===== config.mk =====
export PLATFORM = sky130hd
export DESIGN_NAME = regfile_sb
export DESIGN_NICKNAME = d
export VERILOG_FILES = /design/src/rtl/regfile_sb.sv
export SDC_FILE = /design/constraint.sdc
export NUM_CORES = 2
export LEC_CHECK = 0
export ABC_CLOCK_PERIOD_IN_PS = 6300
export CELL_PAD_IN_SITES_DETAIL_PLACEMENT = 0
export CELL_PAD_IN_SITES_GLOBAL_PLACEMENT = 2
export CORE_MARGIN = 3
export CORE_UTILIZATION = 51
export DETAILED_ROUTE_END_ITERATION = 7
export HOLD_SLACK_MARGIN = 0.1
export PLACE_DENSITY = 0.91
export SETUP_SLACK_MARGIN = 0.02
export SLEW_MARGIN = 20
export SYNTH_ARGS = -nofsm -noshare
export SYNTH_HDL_FRONTEND = slang
export SYNTH_SLANG_ARGS = --single-unit
export TNS_END_PERCENT = 10

===== constraint.sdc =====
create_clock -name clk -period 6.3 [get_ports clk]
set_input_delay 0.945 -clock clk [delete_from_list [all_inputs] [get_ports clk]]
set_output_delay 0.945 -clock clk [all_outputs]
set_load 0.02 [all_outputs]

===== src/rtl/regfile_sb.sv =====
// -----------------------------------------------------------------------------
// regfile_sb
//
// Parametrised integer register file with a per-register pending-write
// scoreboard. Each register keeps a saturating count of issued writes that
// have not yet been written back. Issue is held off while the destination
// count is saturated. Reads report a busy flag so decode can stall.
// Writeback data can optionally be forwarded to the read ports in the same
// cycle. Flush clears every pending count but leaves register contents as
// they are. x0 always reads zero and never becomes pending.
//
// Ports
//   clk          rising-edge clock
//   reset        synchronous, active-high
//   rd_addr      NRD read addresses, port i at [i*AW +: AW]
//   rd_data      NRD read data words, combinational
//   rd_busy      per port: the register still has an unsatisfied pending write
//   issue_valid  decode allocates a pending write to issue_rd
//   issue_rd     destination of the issuing instruction
//   issue_ready  issue accepted this cycle
//   wb_valid     writeback strobe
//   wb_rd        writeback destination
//   wb_data      writeback data
//   flush        clear every pending count
//   sb_err       sticky: writeback hit a register with no pending write
//   dbg_addr     debug read address
//   dbg_data     raw array contents at dbg_addr, never bypassed
// -----------------------------------------------------------------------------
module regfile_sb #(
   parameter int XLEN     = 32,
   parameter int NREGS    = 32,
   parameter int NRD      = 2,
   parameter int MAX_PEND = 3,
   parameter int BYPASS   = 1,
   localparam int AW      = $clog2(NREGS),
   localparam int CW      = $clog2(MAX_PEND + 1)
) (
   input  logic                clk,
   input  logic                reset,
   input  logic [NRD*AW-1:0]   rd_addr,
   output logic [NRD*XLEN-1:0] rd_data,
   output logic [NRD-1:0]      rd_busy,
   input  logic                issue_valid,
   input  logic [AW-1:0]       issue_rd,
   output logic                issue_ready,
   input  logic                wb_valid,
   input  logic [AW-1:0]       wb_rd,
   input  logic [XLEN-1:0]     wb_data,
   input  logic                flush,
   output logic                sb_err,
   input  logic [AW-1:0]       dbg_addr,
   output logic [XLEN-1:0]     dbg_data
);

   localparam logic [CW-1:0] MAX_CNT = CW'(MAX_PEND);

   // Entry 0 is held at zero by reset and never written, so variable-index
   // reads of x0 naturally return a zero value and a zero count.
   logic [XLEN-1:0] regs_reg [NREGS];
   logic [CW-1:0]   cnt_reg  [NREGS];
   logic            sb_err_reg;

   logic wb_fire;
   logic issue_fire;
   logic wb_same_dest;
   logic [NREGS-1:1] issue_hit;
   logic [NREGS-1:1] wb_hit;

   assign wb_fire      = wb_valid && (wb_rd != '0);
   assign wb_same_dest = wb_fire && (wb_rd == issue_rd);

   // A saturated destination can still accept an issue when a writeback to
   // the same register frees a slot in the same cycle.
   assign issue_ready = !flush &&
                        ((issue_rd == '0) || (cnt_reg[issue_rd] != MAX_CNT) || wb_same_dest);
   assign issue_fire  = issue_valid && issue_ready;

   generate
      for (genvar gi = 1; gi < NREGS; gi++) begin : g_hit
         assign issue_hit[gi] = issue_fire && (issue_rd == AW'(gi));
         assign wb_hit[gi]    = wb_fire && (wb_rd == AW'(gi));
      end
   endgenerate

   always_ff @(posedge clk) begin
      if (reset) begin
         for (int i = 0; i < NREGS; i++) begin
            regs_reg[i] <= '0;
            cnt_reg[i]  <= '0;
         end
         sb_err_reg <= 1'b0;
      end else begin
         for (int i = 1; i < NREGS; i++) begin
            if (wb_hit[i]) begin
               regs_reg[i] <= wb_data;
            end
            if (flush) begin
               cnt_reg[i] <= '0;
            end else if (issue_hit[i] && !wb_hit[i]) begin
               cnt_reg[i] <= cnt_reg[i] + CW'(1);
            end else if (wb_hit[i] && !issue_hit[i] && (cnt_reg[i] != '0)) begin
               cnt_reg[i] <= cnt_reg[i] - CW'(1);
            end
         end
         // A flush overrides the count effect of a same-cycle writeback,
         // including the error it would otherwise raise.
         if (wb_fire && !flush && (cnt_reg[wb_rd] == '0)) begin
            sb_err_reg <= 1'b1;
         end
      end
   end

   assign sb_err   = sb_err_reg;
   assign dbg_data = regs_reg[dbg_addr];

   generate
      for (genvar gi = 0; gi < NRD; gi++) begin : g_rd
         logic [AW-1:0]   addr;
         logic [XLEN-1:0] data;
         logic            busy;

         assign addr = rd_addr[gi*AW +: AW];

         always_comb begin
            data = regs_reg[addr];
            busy = (cnt_reg[addr] != '0);
            // Forwarded writeback satisfies exactly one pending write.
            if ((BYPASS != 0) && wb_fire && (wb_rd == addr)) begin
               data = wb_data;
               busy = (cnt_reg[addr] > CW'(1));
            end
            if (addr == '0) begin
               data = '0;
               busy = 1'b0;
            end
         end

         assign rd_data[gi*XLEN +: XLEN] = data;
         assign rd_busy[gi]              = busy;
      end
   endgenerate

endmodule


# After elaboration in Yosys (flattened, before gate mapping)
# Memory sizes are Yosys's and may differ from the RTL's.
# Cells that the tools add are included.
# classes
add_sub_neg	62
magnitude_cmp	2
eq_ne	66
mux	509
n_bitwise	124
n_reduce_logical	266
# ops
op	count
32-bit two-way mux	35
1-bit two-way mux	381
2-bit two-way mux	93
1-bit logical AND	163
5-bit equality test, second input constant	32
1-bit OR	124
5-bit by 4-bit equality test with 1-bit output, second input constant	16
2-bit nonzero test	33
1-bit zero test	63
2-bit by 1-bit adder with 2-bit output, second input constant	31
2-bit by 1-bit subtractor with 2-bit output, second input constant	31
5-bit by 3-bit equality test with 1-bit output, second input constant	8
5-bit by 2-bit equality test with 1-bit output, second input constant	4
5-bit equality test	3
5-bit zero test	3
5-bit by 1-bit equality test with 1-bit output, second input constant	2
5-bit nonzero test	1
2-bit by 1-bit > comparator with 1-bit output, second input constant	2
2-bit zero test	1
1-bit logical OR	2
2-bit inequality test, second input constant	1
# totals
reg_bits	1
mem_bits_rw	1088
inputBits	62
output_inout_bits	100
elab_cells	1032
memories	2
# memory_table
memory	depth	width	read_ports	rd_ports_with_merged_regs	write_ports	line	source
regs_reg	32	32	3	0	32	59	logic [XLEN-1:0] regs_reg [NREGS];
cnt_reg	32	2	35	0	32	60	logic [CW-1:0] cnt_reg [NREGS];

# Logic depth before layout (Yosys ltp)
# depth
depth_word	16
mapped_depth	11
depth_no_buf	7

# Least setup slack after synthesis
# OpenSTA, ideal clock, no wires.
# synth_timing
kind	in2out
start	input port dbg_addr[0]
end	output port dbg_data[0]
arrival_time_ns	3.244
t_required_ns	5.355
slack_ns	2.111
cell_stages	6
path_buffers	3
path_cell_list	clkbuf_1 clkbuf_1 buf_1 mux4_2 mux4_2 mux2_2
# synth_via
elab_chain_cells	1
# synth_rtl
item	line	source
start, declared	51	input logic [AW-1:0] dbg_addr,
memory read 32 x 32 bit	-	
end, declared	52	output logic [XLEN-1:0] dbg_data
# Every way passes these cells.

# Worst setup path after layout
# layout_timing
start	input port wb_rd[3]
end	output port rd_data[20]
# layout_via
elab_chain_cells	5
# layout_rtl
item	line	source
start, declared	47	input logic [AW-1:0] wb_rd,
5-bit nonzero test	69	assign wb_fire = wb_valid && (wb_rd != '0);
1-bit logical AND	69	
1-bit logical AND (*)	128	if ((BYPASS != 0) && wb_fire && (wb_rd == addr)) begin
32-bit two-way mux (*)	128	
32-bit two-way mux (*)	132	if (addr == '0) begin
end, declared	41	output logic [NRD*XLEN-1:0] rd_data,
# Mark *: on every way between the ends. The rest lies on a longest branch, timed or not.

==> summary.md <==
| Metric | Value |
|---|---|
| Net Count, Synth | `4266` |
| First-pass GRT wire length | `309000 um` |
| Sequential share of power | `46.1%` |
| Mapped Avg Cell Area | `15.2 um2` |
| Largest net degree at the start of global routing | `98` |
| Max-cap viol count | `0` |
| Initial antenna violation count | `3` |
| GPL Wtd Cong | `0.876` |
| Crit path max fanout | `28` |
| Hpwl dp | `130000 um` |
| # rows | `128` |
| Status | `finished clean` |
| Top FF cell, synth | `edfxtp_1` |
| H-tree Lvls | `3` |
| Pins over their slew limit | `0` |
| Worst-path clk slew | `60 ps` |
| Final Hold Viols | `0` |
| CTS Buffer Depth | `3` |
| Gr ovfl total | `0` |
| Share of cells above drive strength 1 | `32.5%` |
| Worst EP arrival | `4600 ps` |
| Yosys Warn Count | `0` |
| Drt total wl | `218000 um` |
| Worst vdd ir | `0.230 mV` |
| DRT iter0 DRCs | `6963` |
| Number of synthesized flops with an enable pin | `1054` |
| WS Path Type | `input pin to output port` |
| Async SR Flop Fraction | `0%` |
| HP Class | `flip-flop to flip-flop` |
| DRC errors left | `0` |
| IO Pins | `162` |
| Area grow syn2layout | `11.4%` |
| Post-CTS Setup Bufs | `0` |
| Die width | `359 um` |
| Routed Antenna Nets | `0` |
| RR Startpoint | `cnt_reg[17][0]$_DFFE_PP_` |
| Total GRT Usage | `33.4%` |
| WL met2 | `102000 um` |
| Top layer in use | `met5` |
| Hold-fix buffers, CTS | `0` |
| PwrDens | `263 nW/um2` |
| Startpoint types | `input pin` |
| Met1 WL | `75400 um` |
| Most frequent cells in the layout | `1054 x edfxtp_1, 886 x mux4_2, 614 x nor2_1` |
| LEAKAGE | `0.0231 uW` |
| Vias | `43600` |
| Initial Utilization | `51.8%` |
| Hold slack | `470 ps` |
| CTS buffer count | `114` |
| Worst Setup SP | `wb_rd[3]` |
| Worst slew margin | `21.7%` |
| Most common cell after layout, fill and taps aside | `edfxtp_1` |
| Setup violators final | `0` |
| Tmin final | `5550 ps` |
| Clock power share | `35.4%` |
| Tcrit/Tclk final | `88.1%` |
| TNS Setup | `0 ps` |
| CTS root buf | `clkbuf_16` |
| Routed len/inst | `37.0 um` |
| Die area | `129000 um2` |
| Met3 WL | `28800 um` |
| Cell count after synthesis | `4173` |
| Worst EP required | `5350 ps` |
| Vias in the first global route | `42800` |
| Synth cell types | `61` |
| Max FFs per register | `992` |
| CTS tree | `yes` |
| Clk Latency, worst-skew pair | `720 ps` |
| Combinational power share | `18.5%` |
| Fmax | `0.180 GHz` |
| Internal Power | `13600 uW` |
| Vias per inst | `7.40` |
| TritonRoute pass-1 iters | `6` |
| Post-cts sizing count | `0` |
| IO buf count | `161` |
| Seq/Total Area, Yosys | `49.8%` |
| Die Ht | `359 um` |
| Final #Nets | `4264` |
| Area of the core | `123000 um2` |
| Clock Skew | `22.3 ps` |
| Crit. End Element | `output port` |
| Mapped Area | `63600 um2` |
| CTS Sinks | `1055` |
| RSZ-0062 raised after global routing | `no` |
| Switching Fraction | `27.0%` |
| Hold Crit Start | `sb_err$_SDFFE_PP0P_` |
| Worst-margin pin slew | `1170 ps` |
| Switch Pwr | `5040 uW` |
| Synthesis-stage register bit count | `1055` |
## through the flow
step	setup slack [ps]	utilization, %	cells	power [uW]	instance area, um2
2_1_floorplan	2110	-	4173	10800	63600
3_3_place_gp	887	54.8	5680	12100	67200
3_5_place_dp	808	54.8	5680	12100	67200
4_1_cts	784	57.7	5892	18600	70800
5_1_grt	575	57.7	5892	19100	70800
6_report	752	57.7	5893	18600	70800
## logic make-up (layout without fill, tap and decap cells)
logic type                 after synthesis  in the layout  synth area share (%)
xor gates and xnor gates                15             15                 0.207
adders and majority gates               31             31                 0.610
buffers and inverters                  555            649                  3.48
AOI/OAI and AO/OA                      380            380                  3.91
DFF                                   1055           1055                  49.8
and+or+nand+nor                       1026           1026                  6.85
muxes                                 1111           1111                  35.1
other                                    0              1                     0
## per-layer routing
layer / GRT usage, % / vias up
li1: - / 16900
met1: 45.1 / 22500
met2: 52.0 / 3539
met3: 7.64 / 611
met4: 15.6 / 2
met5: 0 / -
## area by class of cell
class / count / area (um2)
Antenna cell: 1 / 2.50
Clock buffer: 131 / 2920
Timing Repair Buffer: 322 / 3230
Multi-Input combinational cell: 2563 / 29800
Fill cell: 9396 / 51900
Clock inverter: 81 / 688
Inverter: 115 / 432
Tap cell: 1625 / 2030
Sequential cell: 1055 / 31700
## cells in the mapped netlist (4+ instances only)
cell	count	share of area [%]
a2111oi_0	19	0.26
a22oi_1	4	0.047
or3_1	5	0.049
mux2i_1	138	2.2
a221oi_1	19	0.26
nand2b_1	68	0.67
nor3_1	38	0.30
nor4_1	5	0.049
a31o_2	6	0.083
clkbuf_1	274	1.6
xor2_1	4	0.055
nand4_1	25	0.25
o21bai_1	8	0.094
and2_1	8	0.079
edfxtp_1	1054	50
o211ai_1	10	0.12
a21oi_1	55	0.43
buf_1	89	0.53
a31oi_1	16	0.16
mux2_2	87	1.5
ha_1	31	0.61
or2_2	5	0.049
or4_1	4	0.047
nand3_1	64	0.50
nand2_1	171	1.0
a211o_1	5	0.069
a211oi_1	27	0.32
nor2b_1	14	0.14
buf_2	67	0.53
nor2_1	615	3.6
o21ai_1	4	0.031
mux4_2	886	31
a22o_1	32	0.44
buf_4	6	0.071
inv_1	115	0.68
o21ai_0	147	1.2
xnor2_1	11	0.15
## worst paths after layout
check	end	slack, ps	cells after the start
setup reg to reg	cnt_reg[24][1]$_SDFFCE_PP0P_	3100	8
setup / recovery	rd_data[20]	750	10
hold / removal	sb_err$_SDFFE_PP0P_	470	2
hold reg to reg	sb_err$_SDFFE_PP0P_	470	2
## power by group through the flow
| stage | clock network (uW) | logic, uW | registers, uW |
|---|---|---|---|
| 3_3_place_gp | 0 | 3400 | 8660 |
| 4_1_cts | 6630 | 3430 | 8570 |
| 3_5_place_dp | 0 | 3410 | 8710 |
| 5_1_grt | 6910 | 3580 | 8640 |
| 2_1_floorplan | 0 | 2210 | 8590 |
| 6_report | 6600 | 3460 | 8590 |
## critical path, stage by stage
cell             delay [ps]
clkdlybuf4s50_1         470
buf_4                   230
xnor2_1                 160
nand3_1                 120
nor4_2                  890
buf_4                   560
nand2_1                 100
o21ai_0                 290
buf_4                   220
clkdlybuf4s50_1         600
Power figures use the tool's default switching activity.
